### src/rtl/noc_intr_pkt_rx_pkg.sv
// Shared definitions for the NoC interrupt packet receiver.
//  - NoC header field macros (used only where the codebase header has not
//    already provided them).
//  - Payload flit slice macros for the interrupt vector and high field.
//  - FSM state encoding and the decoded-interrupt FIFO entry layout.
// Optional feature macro (consumed in noc_intr_pkt_rx.sv): INTR_RX_DEST_FILTER_EN.

`ifndef NOC_DATA_WIDTH
`define NOC_DATA_WIDTH 64
`endif
`ifndef NOC_X_WIDTH
`define NOC_X_WIDTH 8
`endif
`ifndef NOC_Y_WIDTH
`define NOC_Y_WIDTH 8
`endif
`ifndef MSG_DST_X
`define MSG_DST_X 49:42
`endif
`ifndef MSG_DST_Y
`define MSG_DST_Y 41:34
`endif
`ifndef MSG_LENGTH
`define MSG_LENGTH 29:22
`endif
`ifndef MSG_LENGTH_WIDTH
`define MSG_LENGTH_WIDTH 8
`endif
`ifndef MSG_TYPE
`define MSG_TYPE 21:14
`endif
`ifndef MSG_TYPE_INTERRUPT
`define MSG_TYPE_INTERRUPT 8'd33
`endif

// Payload flit slices; bits [15:9] carry nothing of interest.
`define INTR_PAYLOAD_VEC 8:0
`define INTR_PAYLOAD_HI  63:16

package noc_intr_pkt_rx_pkg;

    typedef enum logic [1:0] {
        ST_HDR     = 2'd0,
        ST_PAYLOAD = 2'd1,
        ST_DRAIN   = 2'd2
    } rx_state_e;

    localparam int INTR_VEC_W   = 9;
    localparam int INTR_HI_W    = 48;
    localparam int INTR_ENTRY_W = `NOC_X_WIDTH + `NOC_Y_WIDTH + INTR_VEC_W + INTR_HI_W;

    typedef struct packed {
        logic [`NOC_X_WIDTH-1:0] dst_x;
        logic [`NOC_Y_WIDTH-1:0] dst_y;
        logic [INTR_VEC_W-1:0]   vec;
        logic [INTR_HI_W-1:0]    hi;
    } intr_entry_t;

endpackage

### src/rtl/noc_intr_pkt_rx_fifo.sv
// intr_rx_fifo: small synchronous FIFO for decoded interrupts.
// Ports:
//  clk, rst_n       clock, synchronous active-low reset
//  push, push_data  write request / data (ignored when full)
//  pop              read request (ignored when empty)
//  pop_data         head entry, valid whenever !empty
//  full, empty      occupancy flags
// DEPTH must be a power of two so pointers wrap naturally.

module intr_rx_fifo #(
    parameter int DEPTH = 4,
    parameter int WIDTH = 8
) (
    input  logic             clk,
    input  logic             rst_n,
    input  logic             push,
    input  logic [WIDTH-1:0] push_data,
    input  logic             pop,
    output logic [WIDTH-1:0] pop_data,
    output logic             full,
    output logic             empty
);
    localparam int PTR_W = (DEPTH > 1) ? $clog2(DEPTH) : 1;

    logic [WIDTH-1:0] mem_q [DEPTH];
    logic [PTR_W-1:0] wr_ptr_q, wr_ptr_d;
    logic [PTR_W-1:0] rd_ptr_q, rd_ptr_d;
    logic [PTR_W:0]   count_q, count_d;
    logic             push_ok, pop_ok;

    assign full     = (count_q == (PTR_W+1)'(DEPTH));
    assign empty    = (count_q == '0);
    assign push_ok  = push && !full;
    assign pop_ok   = pop && !empty;
    assign pop_data = mem_q[rd_ptr_q];

    always_comb begin
        wr_ptr_d = wr_ptr_q;
        rd_ptr_d = rd_ptr_q;
        count_d  = count_q;
        if (push_ok) wr_ptr_d = wr_ptr_q + PTR_W'(1);
        if (pop_ok)  rd_ptr_d = rd_ptr_q + PTR_W'(1);
        case ({push_ok, pop_ok})
            2'b10:   count_d = count_q + (PTR_W+1)'(1);
            2'b01:   count_d = count_q - (PTR_W+1)'(1);
            default: count_d = count_q;
        endcase
    end

    always_ff @(posedge clk) begin
        if (!rst_n) begin
            wr_ptr_q <= '0;
            rd_ptr_q <= '0;
            count_q  <= '0;
        end else begin
            wr_ptr_q <= wr_ptr_d;
            rd_ptr_q <= rd_ptr_d;
            count_q  <= count_d;
        end
    end

    // Storage needs no reset: nothing is visible until count says so.
    always_ff @(posedge clk) begin
        if (push_ok) mem_q[wr_ptr_q] <= push_data;
    end

endmodule

### src/rtl/noc_intr_pkt_rx.sv
// noc_intr_pkt_rx: parses 2-flit interrupt packets from the NoC flit stream,
// queues {dst_x, dst_y, vec, hi} for the interrupt injector, drains and counts
// every other packet.
// Ports:
//  clk, rst_n                    clock, synchronous active-low reset
//  noc_in_val/rdy/data           incoming flit handshake
//  intr_val/rdy                  decoded interrupt handshake (FIFO head)
//  intr_dst_x/y, intr_vec/hi     head fields, zero when FIFO empty
//  drop_cnt                      saturating dropped-packet count
//  err_len                       sticky: interrupt header with length != 1
// Optional: INTR_RX_DEST_FILTER_EN drops interrupts whose destination lies
// outside the X_TILES x Y_TILES mesh.

import noc_intr_pkt_rx_pkg::*;

module noc_intr_pkt_rx #(
    parameter int FIFO_DEPTH = 4,
    parameter int X_TILES    = 4,
    parameter int Y_TILES    = 4
) (
    input  logic                       clk,
    input  logic                       rst_n,
    input  logic                       noc_in_val,
    output logic                       noc_in_rdy,
    input  logic [`NOC_DATA_WIDTH-1:0] noc_in_data,
    output logic                       intr_val,
    input  logic                       intr_rdy,
    output logic [`NOC_X_WIDTH-1:0]    intr_dst_x,
    output logic [`NOC_Y_WIDTH-1:0]    intr_dst_y,
    output logic [8:0]                 intr_vec,
    output logic [47:0]                intr_hi,
    output logic [15:0]                drop_cnt,
    output logic                       err_len
);
    rx_state_e                    state_q, state_d;
    logic [`MSG_LENGTH_WIDTH-1:0] cnt_q, cnt_d;
    logic [`NOC_X_WIDTH-1:0]      dst_x_q, dst_x_d;
    logic [`NOC_Y_WIDTH-1:0]      dst_y_q, dst_y_d;
    logic [15:0]                  drop_cnt_q, drop_cnt_d;
    logic                         err_len_q, err_len_d;

    logic                         accept, drop_inc, push, fifo_full, fifo_empty;
    logic                         is_intr, dst_bad;
    logic [`NOC_X_WIDTH-1:0]      hdr_x;
    logic [`NOC_Y_WIDTH-1:0]      hdr_y;
    logic [`MSG_LENGTH_WIDTH-1:0] hdr_len;
    intr_entry_t                  push_entry, head_entry;

    assign hdr_x   = noc_in_data[`MSG_DST_X];
    assign hdr_y   = noc_in_data[`MSG_DST_Y];
    assign hdr_len = noc_in_data[`MSG_LENGTH];
    assign is_intr = (noc_in_data[`MSG_TYPE] == `MSG_TYPE_INTERRUPT);
    assign accept  = noc_in_val && noc_in_rdy;

`ifdef INTR_RX_DEST_FILTER_EN
    assign dst_bad = (int'(hdr_x) >= X_TILES) || (int'(hdr_y) >= Y_TILES);
`else
    localparam int unused_tiles = X_TILES + Y_TILES;
    assign dst_bad = 1'b0;
`endif

    // Header bits outside the decoded fields are intentionally ignored.
    logic unused_flit_bits;
    assign unused_flit_bits = ^noc_in_data;

    always_comb begin
        state_d    = state_q;
        cnt_d      = cnt_q;
        dst_x_d    = dst_x_q;
        dst_y_d    = dst_y_q;
        err_len_d  = err_len_q;
        drop_inc   = 1'b0;
        push       = 1'b0;
        noc_in_rdy = 1'b1;
        case (state_q)
            ST_HDR: begin
                if (accept) begin
                    dst_x_d = hdr_x;
                    dst_y_d = hdr_y;
                    if (is_intr && hdr_len == `MSG_LENGTH_WIDTH'(1) && !dst_bad) begin
                        state_d = ST_PAYLOAD;
                    end else begin
                        drop_inc = 1'b1;
                        if (is_intr && hdr_len != `MSG_LENGTH_WIDTH'(1)) err_len_d = 1'b1;
                        if (hdr_len == '0) begin
                            state_d = ST_HDR;
                        end else begin
                            state_d = ST_DRAIN;
                            cnt_d   = hdr_len;
                        end
                    end
                end
            end
            ST_PAYLOAD: begin
                // Only the payload flit can stall, and only on a full FIFO.
                noc_in_rdy = !fifo_full;
                if (accept) begin
                    push    = 1'b1;
                    state_d = ST_HDR;
                end
            end
            ST_DRAIN: begin
                if (accept) begin
                    if (cnt_q == `MSG_LENGTH_WIDTH'(1)) state_d = ST_HDR;
                    else                               cnt_d   = cnt_q - `MSG_LENGTH_WIDTH'(1);
                end
            end
            default: state_d = ST_HDR;
        endcase
        drop_cnt_d = (drop_inc && drop_cnt_q != 16'hFFFF) ? drop_cnt_q + 16'd1 : drop_cnt_q;
    end

    always_ff @(posedge clk) begin
        if (!rst_n) begin
            state_q    <= ST_HDR;
            cnt_q      <= '0;
            dst_x_q    <= '0;
            dst_y_q    <= '0;
            drop_cnt_q <= '0;
            err_len_q  <= 1'b0;
        end else begin
            state_q    <= state_d;
            cnt_q      <= cnt_d;
            dst_x_q    <= dst_x_d;
            dst_y_q    <= dst_y_d;
            drop_cnt_q <= drop_cnt_d;
            err_len_q  <= err_len_d;
        end
    end

    assign push_entry.dst_x = dst_x_q;
    assign push_entry.dst_y = dst_y_q;
    assign push_entry.vec   = noc_in_data[`INTR_PAYLOAD_VEC];
    assign push_entry.hi    = noc_in_data[`INTR_PAYLOAD_HI];

    intr_rx_fifo #(
        .DEPTH (FIFO_DEPTH),
        .WIDTH (INTR_ENTRY_W)
    ) u_fifo (
        .clk       (clk),
        .rst_n     (rst_n),
        .push      (push),
        .push_data (push_entry),
        .pop       (intr_rdy),
        .pop_data  (head_entry),
        .full      (fifo_full),
        .empty     (fifo_empty)
    );

    assign intr_val   = !fifo_empty;
    assign intr_dst_x = fifo_empty ? '0 : head_entry.dst_x;
    assign intr_dst_y = fifo_empty ? '0 : head_entry.dst_y;
    assign intr_vec   = fifo_empty ? '0 : head_entry.vec;
    assign intr_hi    = fifo_empty ? '0 : head_entry.hi;
    assign drop_cnt   = drop_cnt_q;
    assign err_len    = err_len_q;

endmodule

### config.mk
export PLATFORM = sky130hd
export DESIGN_NAME = noc_intr_pkt_rx
export DESIGN_NICKNAME = d
export VERILOG_FILES = /design/src/rtl/noc_intr_pkt_rx_pkg.sv /design/src/rtl/noc_intr_pkt_rx_fifo.sv /design/src/rtl/noc_intr_pkt_rx.sv
export SDC_FILE = /design/constraint.sdc
export NUM_CORES = 1
export LEC_CHECK = 0
export ABC_CLOCK_PERIOD_IN_PS = 3680
export BUFFER_PORTS_ARGS = -buffer_cell sky130_fd_sc_hd__buf_2
export CORE_ASPECT_RATIO = 0.8
export CORE_MARGIN = 4
export CORE_UTILIZATION = 54
export CTS_BUF_LIST = sky130_fd_sc_hd__clkbuf_4
export CTS_CLUSTER_DIAMETER = 200
export DETAILED_ROUTE_END_ITERATION = 8
export GPL_ROUTABILITY_DRIVEN = 0
export PLACE_DENSITY = 0.78
export SYNTH_ARGS = -nofsm -noshare
export SYNTH_HDL_FRONTEND = slang
export SYNTH_HIERARCHICAL = 1
export SYNTH_SLANG_ARGS = --single-unit
### constraint.sdc
create_clock -name clk -period 3.68 [get_ports clk]
set_clock_uncertainty 0.2 [all_clocks]
set_input_delay 0.368 -clock clk [delete_from_list [all_inputs] [get_ports clk]]
set_output_delay 0.368 -clock clk [all_outputs]
set_load 0.02 [all_outputs]
Word-level counts from Yosys, hierarchy flattened
Memory sizes are Yosys's and may differ from the RTL's. A register that Yosys moved wholly into a read port is not among the register bits.
Index checks and enable logic that the tools add are counted.
- $add $sub $neg: 6
- eq/ne operators: 17
- muxes and demuxes: 28
- bitwise gates (word level): 1
- reduce and logical (&&, ||, !) cells: 17
- operators with widths (operator ; number):
    $mux 8 ; 7
    $mux 48 ; 1
    $add 16x1->16 const B ; 1
    $eq 8x1->1 const B ; 2
    $mux 2 ; 8
    $ne 16x16->1 const B ; 1
    $pmux 8 s2 ; 1
    $ne 2x2->1 const B ; 7
    $mux 9 ; 1
    $eq 8x6->1 const B ; 1
    $logic_not 8->1 ; 1
    $mux 1 ; 8
    $ne 8x1->1 const B ; 1
    $reduce_and 4->1 ; 2
    $sub 8x1->8 const B ; 1
    $logic_and 1x1->1 ; 6
    $pmux 2 s3 ; 1
    $pmux 3 s2 ; 1
    $reduce_and 6->1 ; 1
    $add 2x1->2 const B ; 2
    $eq 2x1->1 const B ; 2
    $eq 2x2->1 const B ; 2
    $reduce_bool 2->1 ; 2
    $add 3x1->3 const B ; 1
    other kinds (7) ; 8
- register bits: 50
- RAM bits: 292
- bits of input ports: 68
- logic and storage cells: 79
- memories: 1
- memory list (name ; words ; width ; read ports ; clocked after Yosys merged registers in ; write ports ; line ; text):
    u_fifo.mem_q ; 4 ; 73 ; 1 ; 1 ; 1 ; noc_intr_pkt_rx_fifo.sv:25 ; logic [WIDTH-1:0] mem_q [DEPTH];

Logic depth before layout (Yosys ltp)
Gate-level depths: netlist of the first run.
- depth in word-level cells: 9
- depth in mapped cells: 12
- depth with buffers taken out: 11

By module
The synthesis of the first run kept the hierarchy.
- modules (own cells, without submodules) (module ; instances ; cells an instance ; area each (µm²) ; seq. area each (µm²)):
    intr_rx_fifo ; 1 ; 435 ; 11099.4 ; 8948.6
    noc_intr_pkt_rx ; 1 ; 342 ; 2582.5 ; 860.8

Worst setup path after synthesis of the first run
Ideal clock, no wire load.
- kind: reg2reg
- from: register u_fifo.count_q[2]
- to: memory u_fifo/mem_q[0][0] in the netlist's numbering, enable pin
- setup time: 0.439 ns
- arrival time: 2.785 ns
- required time: 3.041 ns
- path slack: 0.256 ns
- stages on the path, launching flop included: 7
- buffers on the path: 1
- path through: dfxtp_1 -> nor3b_2 -> nand2b_1 -> nor3b_1 -> nor2b_1 -> buf_2 -> and2_1
- longest elaborated chain between the ends: 9
- ends and longest elaborated chain (what ; line ; text):
    start: declaration ; noc_intr_pkt_rx_fifo.sv:28 ; logic [PTR_W:0] count_q, count_d;
    start signal: assignment ; noc_intr_pkt_rx_fifo.sv:58 ; count_q <= count_d;
    $eq 3x3->1 ; noc_intr_pkt_rx_fifo.sv:31 ; assign full = (count_q == (PTR_W+1)'(DEPTH));
    named net fifo_full ; noc_intr_pkt_rx.sv:42 ; logic accept, drop_inc, push, fifo_full, fifo_empty;
    $logic_not 1->1 ; noc_intr_pkt_rx.sv:96 ; noc_in_rdy = !fifo_full;
    $mux 1 ; noc_intr_pkt_rx.sv:75 ; case (state_q)
    $logic_and 1x1->1 ; noc_intr_pkt_rx.sv:53 ; assign accept = noc_in_val && noc_in_rdy;
    $mux 1 ; noc_intr_pkt_rx.sv:97 ; if (accept) begin
    $mux 1 ; noc_intr_pkt_rx.sv:75 ;
    named net push ; noc_intr_pkt_rx.sv:42 ;
    $logic_and 1x1->1 ; noc_intr_pkt_rx_fifo.sv:33 ; assign push_ok = push && !full;
    $mux 1 ; noc_intr_pkt_rx_fifo.sv:64 ; if (push_ok) mem_q[wr_ptr_q] <= push_data;
    $mux 1 (not written as such) ; noc_intr_pkt_rx_fifo.sv:64 ;
    end: declaration ; noc_intr_pkt_rx_fifo.sv:25 ;
The timed path passes the listed nets, and every way through them passes these cells.

==> results.py, run 1 <==
metrics = {
    "run_status": {
        "status": "complete, no violations",
    },
    "worst_hold_path": {
        "min_to": "u_fifo/mem_q[0][15]$_DFFE_PP_",
        "min_path_type": "input pin to flip-flop",
        "min_from": "noc_in_data[31]",
        "hold_depth": 2,
    },
    "worst_setup_path": {
        "cp_num_buf_inv": 2,
        "required_ns": 3.11,
        "start_kind": "flip-flop",
        "reg2regPathDepth": 6,
        "worstPathCellList": "buf_4, mux4_2, nor2b_1, buf_2",
        "rrSetupSlack_ns": 0.83,
        "path_max_fanout": 19,
        "critical_path_class": "flip-flop to primary output",
        "r2r-end": "u_fifo/mem_q[2][25]$_DFFE_PP_",
        "end_kind": "primary output",
        "cp.arrival_ns": 2.56,
        "path_delay_family": "flip-flops",
        "slowest_stage": "dfxtp_4",
        "max_stage_delay_ns": 0.60,
        "crit_cells": 4,
        "reg2reg_from": "u_fifo/count_q[0]$_SDFFE_PN0P_",
    },
    "final_layout": {
        "area_growth_pct": 20.8,
        "final_cell_mix": "292 x edfxtp_1, 154 x buf_2, 127 x clkbuf_4, 76 x nor2b_1, 73 x mux4_2",
        "mostFrequentLayoutCell": "edfxtp_1",
        "drive_gt1_frac": 0.351,
        "utilization": 0.671,
        "instances_no_fill": 1437,
        "num-nets-final": 1133,
    },
    "die": {
        "die_y_um": 150,
        "die-area_um2": 28000,
        "die_x_um": 186,
        "placementRows": 51,
        "ios": 160,
        "core_um2": 24600,
        "initial_core_util": 0.555,
    },
    "drt": {
        "viasPerCell": 5.51,
        "drcViolationCount": 0,
        "wl_um": 27500,
        "drtAntennaViolNets": 0,
        "vias": 7918,
        "firstDrtPassIters": 5,
        "wire_per_inst_um": 19.2,
        "drtIter0Drc": 543,
    },
    "grt": {
        "grt_remaining_overflow": 0,
        "grt_start_max_net_pins": 78,
        "grt_pass1_vias": 8486,
        "grtUsageTotal": 0.204,
        "antenna_found_initial": 1,
        "grt_pass1_wl_um": 44100,
    },
    "timing": {
        "slew_violations": 0,
        "tightest_slew_ns": 0.941,
        "hold_viol": 0,
        "timing.fmax_mhz": 320,
        "finalSetupViolCount": 0,
        "finalCritPeriodShare": 0.850,
        "timing.hold.ws_ns": 0.237,
        "period_needed_ns": 3.13,
        "tns_ns": 0,
        "max_slew_margin": 0.372,
        "rsz0062_at_grt": "no",
    },
    "synth": {
        "avgSynthCellArea_um2": 17.6,
        "synth_edf_count": 292,
        "synth_area_um2": 13700,
        "syn-instance-count": 777,
        "synth_ff_type": "edfxtp_1",
        "ys_seq_area_frac": 0.717,
        "synth_seq_cells": 344,
        "synthesis.nets": 854,
        "ys_async_sr_fraction": 0,
        "synth_cell_types": 56,
        "yosys_warnings": 6,
    },
    "power_and_ir_drop": {
        "total_power_uw": 7840,
        "ir_drop_v": 0.000236,
        "p_leak_uw": 0.00576,
        "cellPowerDensity_nw_per_um2": 474,
    },
    "clock_tree": {
        "clk_latency_ns": 0.68,
        "clock-root-buffer": "clkbuf_4",
        "cts.sinks": 344,
        "cts_tree": "yes",
        "htreeDepth": 3,
        "cts_setup_buffers": 0,
        "cts_buffer_depth": 3,
        "cts_made_buffers": 83,
        "clk_pin_slew_ns": 0.08,
    },
    "flow_run": {
        "max_cap_viol_count": 0,
    },
    "place": {
        "dpl.hpwl_um": 16200,
        "place_inst": 1228,
        "port-buffer-count": 154,
    },
}
[worst max path at each step]
stage	from	end	slack, ns
2_1_floorplan	u_fifo/count_q[2]$_SDFFE_PN0P_	u_fifo/mem_q[0][0]$_DFFE_PP_	0.26
3_3_place_gp	u_fifo/count_q[0]$_SDFFE_PN0P_	u_fifo/mem_q[2][25]$_DFFE_PP_	0.87
3_5_place_dp	u_fifo/count_q[0]$_SDFFE_PN0P_	u_fifo/mem_q[2][64]$_DFFE_PP_	0.82
4_1_cts	flip-flop	intr_dst_x[6]	0.44
5_1_grt	flip-flop	intr_hi[7]	0.31
6_report	flip-flop	intr_hi[7]	0.55
[where the power goes]
| part | internal, µW | switching [µW] | leakage (µW) |
|---|---|---|---|
| logic | 122 | 156 | 0.00205 |
| clock network | 1850 | 1440 | 0.000668 |
| registers | 4240 | 31.5 | 0.00304 |
| total | 6210 | 1630 | 0.00576 |
[cell type report]
class | instances | area, µm²
flip-flops and latches | 344 | 9820
fillers | 1656 | 8100
multi-input cells | 383 | 3550
clock inverters | 20 | 181
clock buffers | 127 | 953
inverters | 13 | 48.8
well taps | 318 | 398
repair buffers | 231 | 1580
diodes | 1 | 2.50
[stage by stage]
step	area, µm²	setup WS (ns)
after floorplan	13700	0.256
after global placement	14800	0.871
after detailed placement	14800	0.818
after CTS	16500	0.436
after global routing	16500	0.307
final	16500	0.553
[metal layers]
metal / up-vias / track usage / part of all wire
met5: - / 0 / 0
met4: 0 / 0.0634 / 0.014
met3: 33 / 0.0638 / 0.081
met2: 267 / 0.334 / 0.49
met1: 3963 / 0.264 / 0.41
li1: 3655 / - / -
[cell usage after synthesis (3+ instances only)]
| cell type | number | area, µm² |
|---|---|---|
| edfxtp_1 | 292 | 8770 |
| nor2b_1 | 76 | 475 |
| mux4_2 | 73 | 1640 |
| nand2_1 | 58 | 218 |
| dfxtp_1 | 52 | 1040 |
| a21oi_1 | 34 | 170 |
| o21ai_0 | 20 | 100 |
| clkbuf_1 | 14 | 52.6 |
| nand3_1 | 13 | 65.1 |
| inv_1 | 12 | 45.0 |
| or3_1 | 11 | 68.8 |
| nor2_1 | 10 | 37.5 |
| buf_2 | 9 | 45.0 |
| ha_1 | 8 | 100 |
| buf_12 | 7 | 140 |
| mux2i_1 | 7 | 70.1 |
| nor3_1 | 7 | 35.0 |
| and2_1 | 6 | 37.5 |
| nand2b_1 | 6 | 37.5 |
| nand4_1 | 5 | 31.3 |
| o21ai_1 | 5 | 25.0 |
| a21boi_0 | 3 | 22.5 |
| buf_6 | 3 | 33.8 |
| o31ai_1 | 3 | 22.5 |
| or4_1 | 3 | 22.5 |
| xor2_1 | 3 | 26.3 |
[registers in the layout, indices dropped and copies added (netlist names), named ones only]
signal / flops
dst_x_q: 8
u_fifo/wr_ptr_q: 2
u_fifo/mem_q: 292
u_fifo/rd_ptr_q: 2
dst_y_q: 8
u_fifo/count_q: 3
state_q: 2
cnt_q: 8
drop_cnt: 16
err_len: 1
[worst reg2reg max path, delay by kind of cell (launching register included)]
family / cells / cell delay [ns]
buffers and inverters: 1 / 0.29
flip-flops: 1 / 0.45
AND/OR/NAND/NOR: 5 / 1.58
[logic make-up after synthesis]
kind of cell             share of synthesized area
multiplexers                                 0.125
adder cells (fa/ha/maj)                    0.00878
flip-flops                                   0.717
AND/OR/NAND/NOR                             0.0862
buffers and inverters                       0.0250
XOR/XNOR                                   0.00320
AO/OA/AOI/OAI                               0.0346
[what timing repair did]
item / 4_1_cts / 5_1_grt
gates resized for setup: 0 / 0
hold buffers: 61 / 0
endpoints found under the hold margin: 266 / 0
Power figures use the tool's default switching activity.
==> run 2, diff against run 1 <==
Settings changed: ABC_AREA from default to 1, ABC_CLOCK_PERIOD_IN_PS 3680 to 3100, CORE_UTILIZATION 54 to 57.
Clock period 3.68 ns to 3.1 ns, I/O delays scaled along.
==> results.py, run 2 <==
metrics = {
    "synth": {
        "yosys_warnings": 6,
        "syn-instance-count": 1284,
        "synth_ff_type": "edfxtp_1",
        "synth_seq_cells": 344,
        "avgSynthCellArea_um2": 11.1,
        "netlist.area_leader.share": 0.614,
        "ys_async_sr_fraction": 0,
        "synth_cell_types": 36,
        "netlist_top_cells_count": "313 x nor2_1, 292 x edfxtp_1, 113 x inv_1",
        "ys_seq_area_frac": 0.687,
        "synthTopCellsByArea": "edfxtp_1 61%, nor2_1 8.2%, dfxtp_1 7.3%, o21ai_0 3.8%, o22ai_1 3.2%",
        "synthesis.nets": 1361,
        "yosysMostFrequentCell": "nor2_1",
        "yosys.area.top_type": "edfxtp_1",
        "synth_area_um2": 14300,
        "synth_edf_count": 292,
    },
    "grt": {
        "grtUsageMet3": 0.0518,
        "use_met2": 0.376,
        "grt_pass1_vias": 10100,
        "grt_pass1_wl_um": 50400,
        "met1_usage": 0.306,
        "top_usage_layer": "met2",
        "antenna_found_initial": 2,
        "grt_start_max_net_pins": 147,
        "grt_remaining_overflow": 0,
        "grtUsageTotal": 0.230,
    },
    "die": {
        "die_x_um": 185,
        "die-area_um2": 27700,
        "initial_core_util": 0.583,
        "placementRows": 51,
        "die_y_um": 150,
        "core_um2": 24500,
        "ios": 160,
    },
    "clock_tree": {
        "cts.sinks": 344,
        "cts_buffer_depth": 3,
        "clk_latency_ns": 0.69,
        "cts_setup_buffers": 0,
        "cts_tree": "yes",
        "htreeDepth": 3,
        "clk_pin_slew_ns": 0.07,
        "clock-root-buffer": "clkbuf_4",
        "cts_made_buffers": 85,
    },
    "worst_setup_path": {
        "cp.arrival_ns": 2.37,
        "required_ns": 2.59,
        "path_delay_family": "buffers and inverters",
        "end_kind": "primary output",
        "slowest_stage": "inv_2",
        "cp_num_buf_inv": 4,
        "worstPathCellList": "inv_2, buf_4, o21ai_1, o22ai_1, inv_1, nor2_1, buf_2",
        "start_kind": "flip-flop",
        "critical_path_class": "flip-flop to primary output",
        "path_max_fanout": 24,
        "max_stage_delay_ns": 0.37,
    },
    "place": {
        "placed_cell_area_um2": 15300,
        "port-buffer-count": 154,
        "place_inst": 1715,
        "dpl.hpwl_um": 17900,
    },
    "timing": {
        "tightest_slew_ns": 0.916,
        "timing.hold.ws_ns": 0.125,
        "tns_ns": 0,
        "finalCritPeriodShare": 0.930,
        "slew_violations": 0,
        "timing.fmax_mhz": 347,
        "max_slew_margin": 0.389,
        "finalSetupViolCount": 0,
        "rsz0062_at_grt": "no",
        "hold_viol": 0,
        "period_needed_ns": 2.88,
    },
    "power_and_ir_drop": {
        "cellPowerDensity_nw_per_um2": 621,
        "p_leak_uw": 0.00683,
        "ir_drop_v": 0.000337,
    },
    "drt": {
        "drtIter0Drc": 751,
        "viasPerCell": 5.38,
        "wl_um": 32700,
        "wire_per_inst_um": 16.9,
        "vias": 10400,
        "drcViolationCount": 0,
        "drtAntennaViolNets": 0,
        "firstDrtPassIters": 5,
    },
    "final_layout": {
        "drive_gt1_frac": 0.221,
        "utilization": 0.699,
        "final_cell_mix": "309 x nor2_1, 292 x edfxtp_1, 154 x buf_2, 133 x clkbuf_4, 112 x inv_1",
        "final_area_um2": 17100,
        "mostFrequentLayoutCell": "nor2_1",
        "area_growth_pct": 19.9,
        "largest_register_ffs": 292,
        "instances_no_fill": 1933,
        "num-nets-final": 1624,
        "regMostFlops": "u_fifo/mem_q",
    },
    "flow_run": {
        "max_cap_viol_count": 0,
    },
    "run_status": {
        "status": "complete, no violations",
    },
    "worst_hold_path": {
        "min_path_type": "input pin to flip-flop",
    },
}
==> run 2: changes by cell type after synthesis, sizes merged, moves of 8 or more <==
cell,previous run,this run
nand2,58,116
nor2b,76,0
inv,13,116
mux4,73,0
nor2,10,319
o21ai,27,175
clkbuf,16,31
a21oi,35,27
o22ai,1,73
or3,11,0
buf,21,33
==> run 2: final cells by class <==
class	count	area (µm²)
fill	1782	7390
timing repair buffer	240	1700
tap	318	398
sequential	344	9810
clock buffer	133	998
inverter	117	442
antenna	2	5.00
clock inverter	20	111
multi-input combinational	759	3640
==> run 2: logic make-up (layout without fill, tap and decap cells) <==
| family | Yosys count | in the layout | share of synthesized area |
|---|---|---|---|
| fa+ha+maj | 9 | 9 | 0.00841 |
| other cells | 0 | 2 | 0 |
| compound gates | 278 | 278 | 0.107 |
| xor+xnor | 13 | 13 | 0.00798 |
| simple gates | 459 | 459 | 0.130 |
| flops | 344 | 344 | 0.687 |
| buf+inv | 181 | 510 | 0.0598 |
==> run 2: worst paths after layout <==
check                                 startpoint                        endpoint  slack (ns)  depth (start not counted)
setup reg to reg  u_fifo/count_q[1]$_SDFFE_PN0P_  u_fifo/count_q[2]$_SDFFE_PN0P_        0.38                         16
hold / removal                   noc_in_data[14]         state_q[0]$_SDFFE_PN0P_        0.12                          9
hold reg to reg             err_len$_SDFFE_PN0P_            err_len$_SDFFE_PN0P_        0.27                          2
setup / recovery                       flip-flop                   intr_dst_y[6]        0.22                          7
==> run 2: per-layer routing <==
metal	vias to the layer above	routed length, µm
li1	4995	-
met1	4917	13800
met2	417	15800
met3	68	2510
met4	0	520
met5	-	0
==> run 2: stage by stage <==
stage	setup slack [ns]	power, µW
finish	0.217	10600
global route	0.0391	11200
CTS	0.0629	10700
detailed placement	0.409	6830
global placement	0.501	6790
floorplan	-0.659	6340
==> run 2: where the power goes <==
group / internal (µW) / switching [µW] / leakage (µW)
Clock: 2030 / 1750 / 0.000669
Sequential: 5060 / 46.9 / 0.00306
Combinational: 547 / 1190 / 0.00310
==> run 2: tightest hold or removal path, stage by stage <==
cell and delay [ns]:
buf_2 0.09, nand2_1 0.05, inv_1 0.03, nand2_1 0.06
nor2_1 0.10, nand3_1 0.15, nor3_1 0.06, nor2_1 0.08
nor2_1 0.04
==> run 2: what timing repair did <==
item,in CTS,in global routing
hold buffers,62,0
gates resized for setup,0,3
endpoints found under the setup margin,0,4
endpoints found under the hold margin,265,0
==> run 3, diff against run 2 <==
Settings changed: ABC_AREA 1 to default, CTS_BUF_LIST sky130_fd_sc_hd__clkbuf_4 to default.
==> results.py, run 3 (synthesis gave the netlist of run 1 again) <==
metrics = {
    "run_status": {
        "status": "complete, no violations",
    },
    "timing": {
        "rsz0062_at_grt": "no",
        "hold_viol": 0,
        "max_slew_margin": 0.393,
        "tightest_slew_ns": 0.911,
        "finalSetupViolCount": 0,
        "tns_ns": 0,
        "timing.fmax_mhz": 350,
        "period_needed_ns": 2.86,
        "slew_violations": 0,
        "finalCritPeriodShare": 0.921,
        "setup_ws_ns": 0.245,
    },
    "final_layout": {
        "mostFrequentLayoutCell": "edfxtp_1",
        "final_area_um2": 16600,
        "regMostFlops": "u_fifo/mem_q",
        "area_growth_pct": 21.1,
        "drive_gt1_frac": 0.301,
        "diodes": 0,
        "final_cell_mix": "292 x edfxtp_1, 154 x buf_2, 76 x nor2b_1, 73 x mux4_2",
        "num-nets-final": 1090,
        "largest_register_ffs": 292,
        "utilization": 0.705,
    },
    "drt": {
        "drtIter0Drc": 548,
        "drtAntennaViolNets": 0,
        "firstDrtPassIters": 5,
        "drcViolationCount": 0,
        "viasPerCell": 5.66,
        "wire_per_inst_um": 20.2,
        "wl_um": 27200,
        "vias": 7636,
    },
    "clock_tree": {
        "cts_made_buffers": 35,
        "clk_latency_ns": 0.51,
        "cts_setup_buffers": 0,
        "cts_tree": "yes",
        "clock-root-buffer": "clkbuf_16",
        "cts.sinks": 344,
        "cts_buffer_depth": 3,
        "htreeDepth": 2,
        "post_cts.resized_instances": 0,
        "clk_pin_slew_ns": 0.06,
    },
    "worst_setup_path": {
        "cp_num_buf_inv": 2,
        "worstPathCellList": "buf_4, mux4_2, nor2b_1, buf_2",
        "path_delay_family": "flip-flops",
        "critical_path_class": "flip-flop to primary output",
        "required_ns": 2.59,
        "path_max_fanout": 18,
        "reg2regPathDepth": 11,
        "slowest_stage": "dfxtp_4",
        "r2r-end": "u_fifo/count_q[2]$_SDFFE_PN0P_",
        "max_stage_delay_ns": 0.62,
        "reg2reg_from": "u_fifo/count_q[2]$_SDFFE_PN0P_",
        "end_kind": "primary output",
        "cp.arrival_ns": 2.35,
        "rrSetupSlack_ns": 0.51,
        "start_kind": "flip-flop",
    },
    "grt": {
        "grtUsageTotal": 0.209,
        "grt_remaining_overflow": 0,
        "grt_pass1_vias": 8032,
        "grt_pass1_wl_um": 43900,
        "antenna_found_initial": 0,
        "grt_start_max_net_pins": 78,
    },
    "die": {
        "placementRows": 50,
        "core_um2": 23500,
        "initial_core_util": 0.582,
        "die_x_um": 181,
        "ios": 160,
        "die-area_um2": 26600,
        "die_y_um": 147,
    },
    "place": {
        "dpl.hpwl_um": 16100,
        "placed_cell_area_um2": 14900,
        "place_ws_ns": 0.499,
        "port-buffer-count": 154,
    },
    "power_and_ir_drop": {
        "p_leak_uw": 0.00566,
        "ir_drop_v": 0.000412,
        "cellPowerDensity_nw_per_um2": 567,
        "total_power_uw": 9400,
    },
    "worst_hold_path": {
        "hold_depth": 4,
        "min_to": "state_q[0]$_SDFFE_PN0P_",
        "min_from": "noc_in_val",
        "min_path_type": "input pin to flip-flop",
    },
    "flow_run": {
        "max_cap_viol_count": 0,
    },
}
run 3: cell count changes in the layout (fill, tap and decap cells not counted), moves of 47 or more:
cell,change
o21ai_1,-62
nor2b_1,+76
nand2_1,-47
nor2_1,-299
o21ai_0,-88
clkbuf_4,-133
mux4_2,+73
inv_1,-100
o22ai_1,-72
run 3: worst max path at each step:
stage | slack [ns] | cells past startpoint | start | end
finish | 0.24 | 4 | flip-flop | intr_dst_x[7]
CTS | 0.19 | 4 | flip-flop | intr_dst_y[7]
global placement | 0.57 | 11 | u_fifo/count_q[2]$_SDFFE_PN0P_ | u_fifo/count_q[2]$_SDFFE_PN0P_
floorplan | 0.48 | 6 | u_fifo/count_q[2]$_SDFFE_PN0P_ | u_fifo/mem_q[0][0]$_DFFE_PP_
detailed placement | 0.50 | 11 | u_fifo/count_q[2]$_SDFFE_PN0P_ | u_fifo/count_q[2]$_SDFFE_PN0P_
global route | 0.09 | 4 | flip-flop | intr_dst_x[7]
run 3: layout make-up:
cell class | count | area [µm²]
inverters | 13 | 48.8
fillers | 1508 | 6950
clock buffers | 52 | 992
clock inverters | 9 | 91.3
well taps | 312 | 390
repair buffers | 236 | 1680
multi-input cells | 383 | 3550
flip-flops and latches | 344 | 9820
run 3: worst min-delay path, stage by stage:
cell,delay (ns)
buf_2,0.12
nand2b_1,0.08
a21oi_1,0.08
nor3_1,0.11
run 3: layer usage:
| metal | up-vias | track usage | routed length, µm |
|---|---|---|---|
| li1 | 3501 | - | - |
| met1 | 3863 | 0.284 | 11400 |
| met2 | 236 | 0.355 | 13800 |
| met3 | 36 | 0.0438 | 1690 |
| met4 | 0 | 0.0461 | 439 |
| met5 | - | 0 | 0 |
run 3: power by group:
group / total (µW) / switching (µW) / internal, µW / leakage [µW]
Clock: 3990 / 1610 / 2380 / 0.000528
Sequential: 5080 / 37.5 / 5040 / 0.00304
Combinational: 328 / 184 / 144 / 0.00209
run 3: timing repair:
item / 4_1_cts / 5_1_grt
endpoints found under the setup margin: 0 / 0
endpoints found under the hold margin: 246 / 0
hold buffers: 58 / 0
run 3: metrics by stage:
step                hold WS, ns  cells
finish                   0.0577   1349
floorplan                 0.209    777
global route             0.0493   1349
CTS                      0.0270   1349
global placement          0.275   1230
detailed placement        0.273   1230
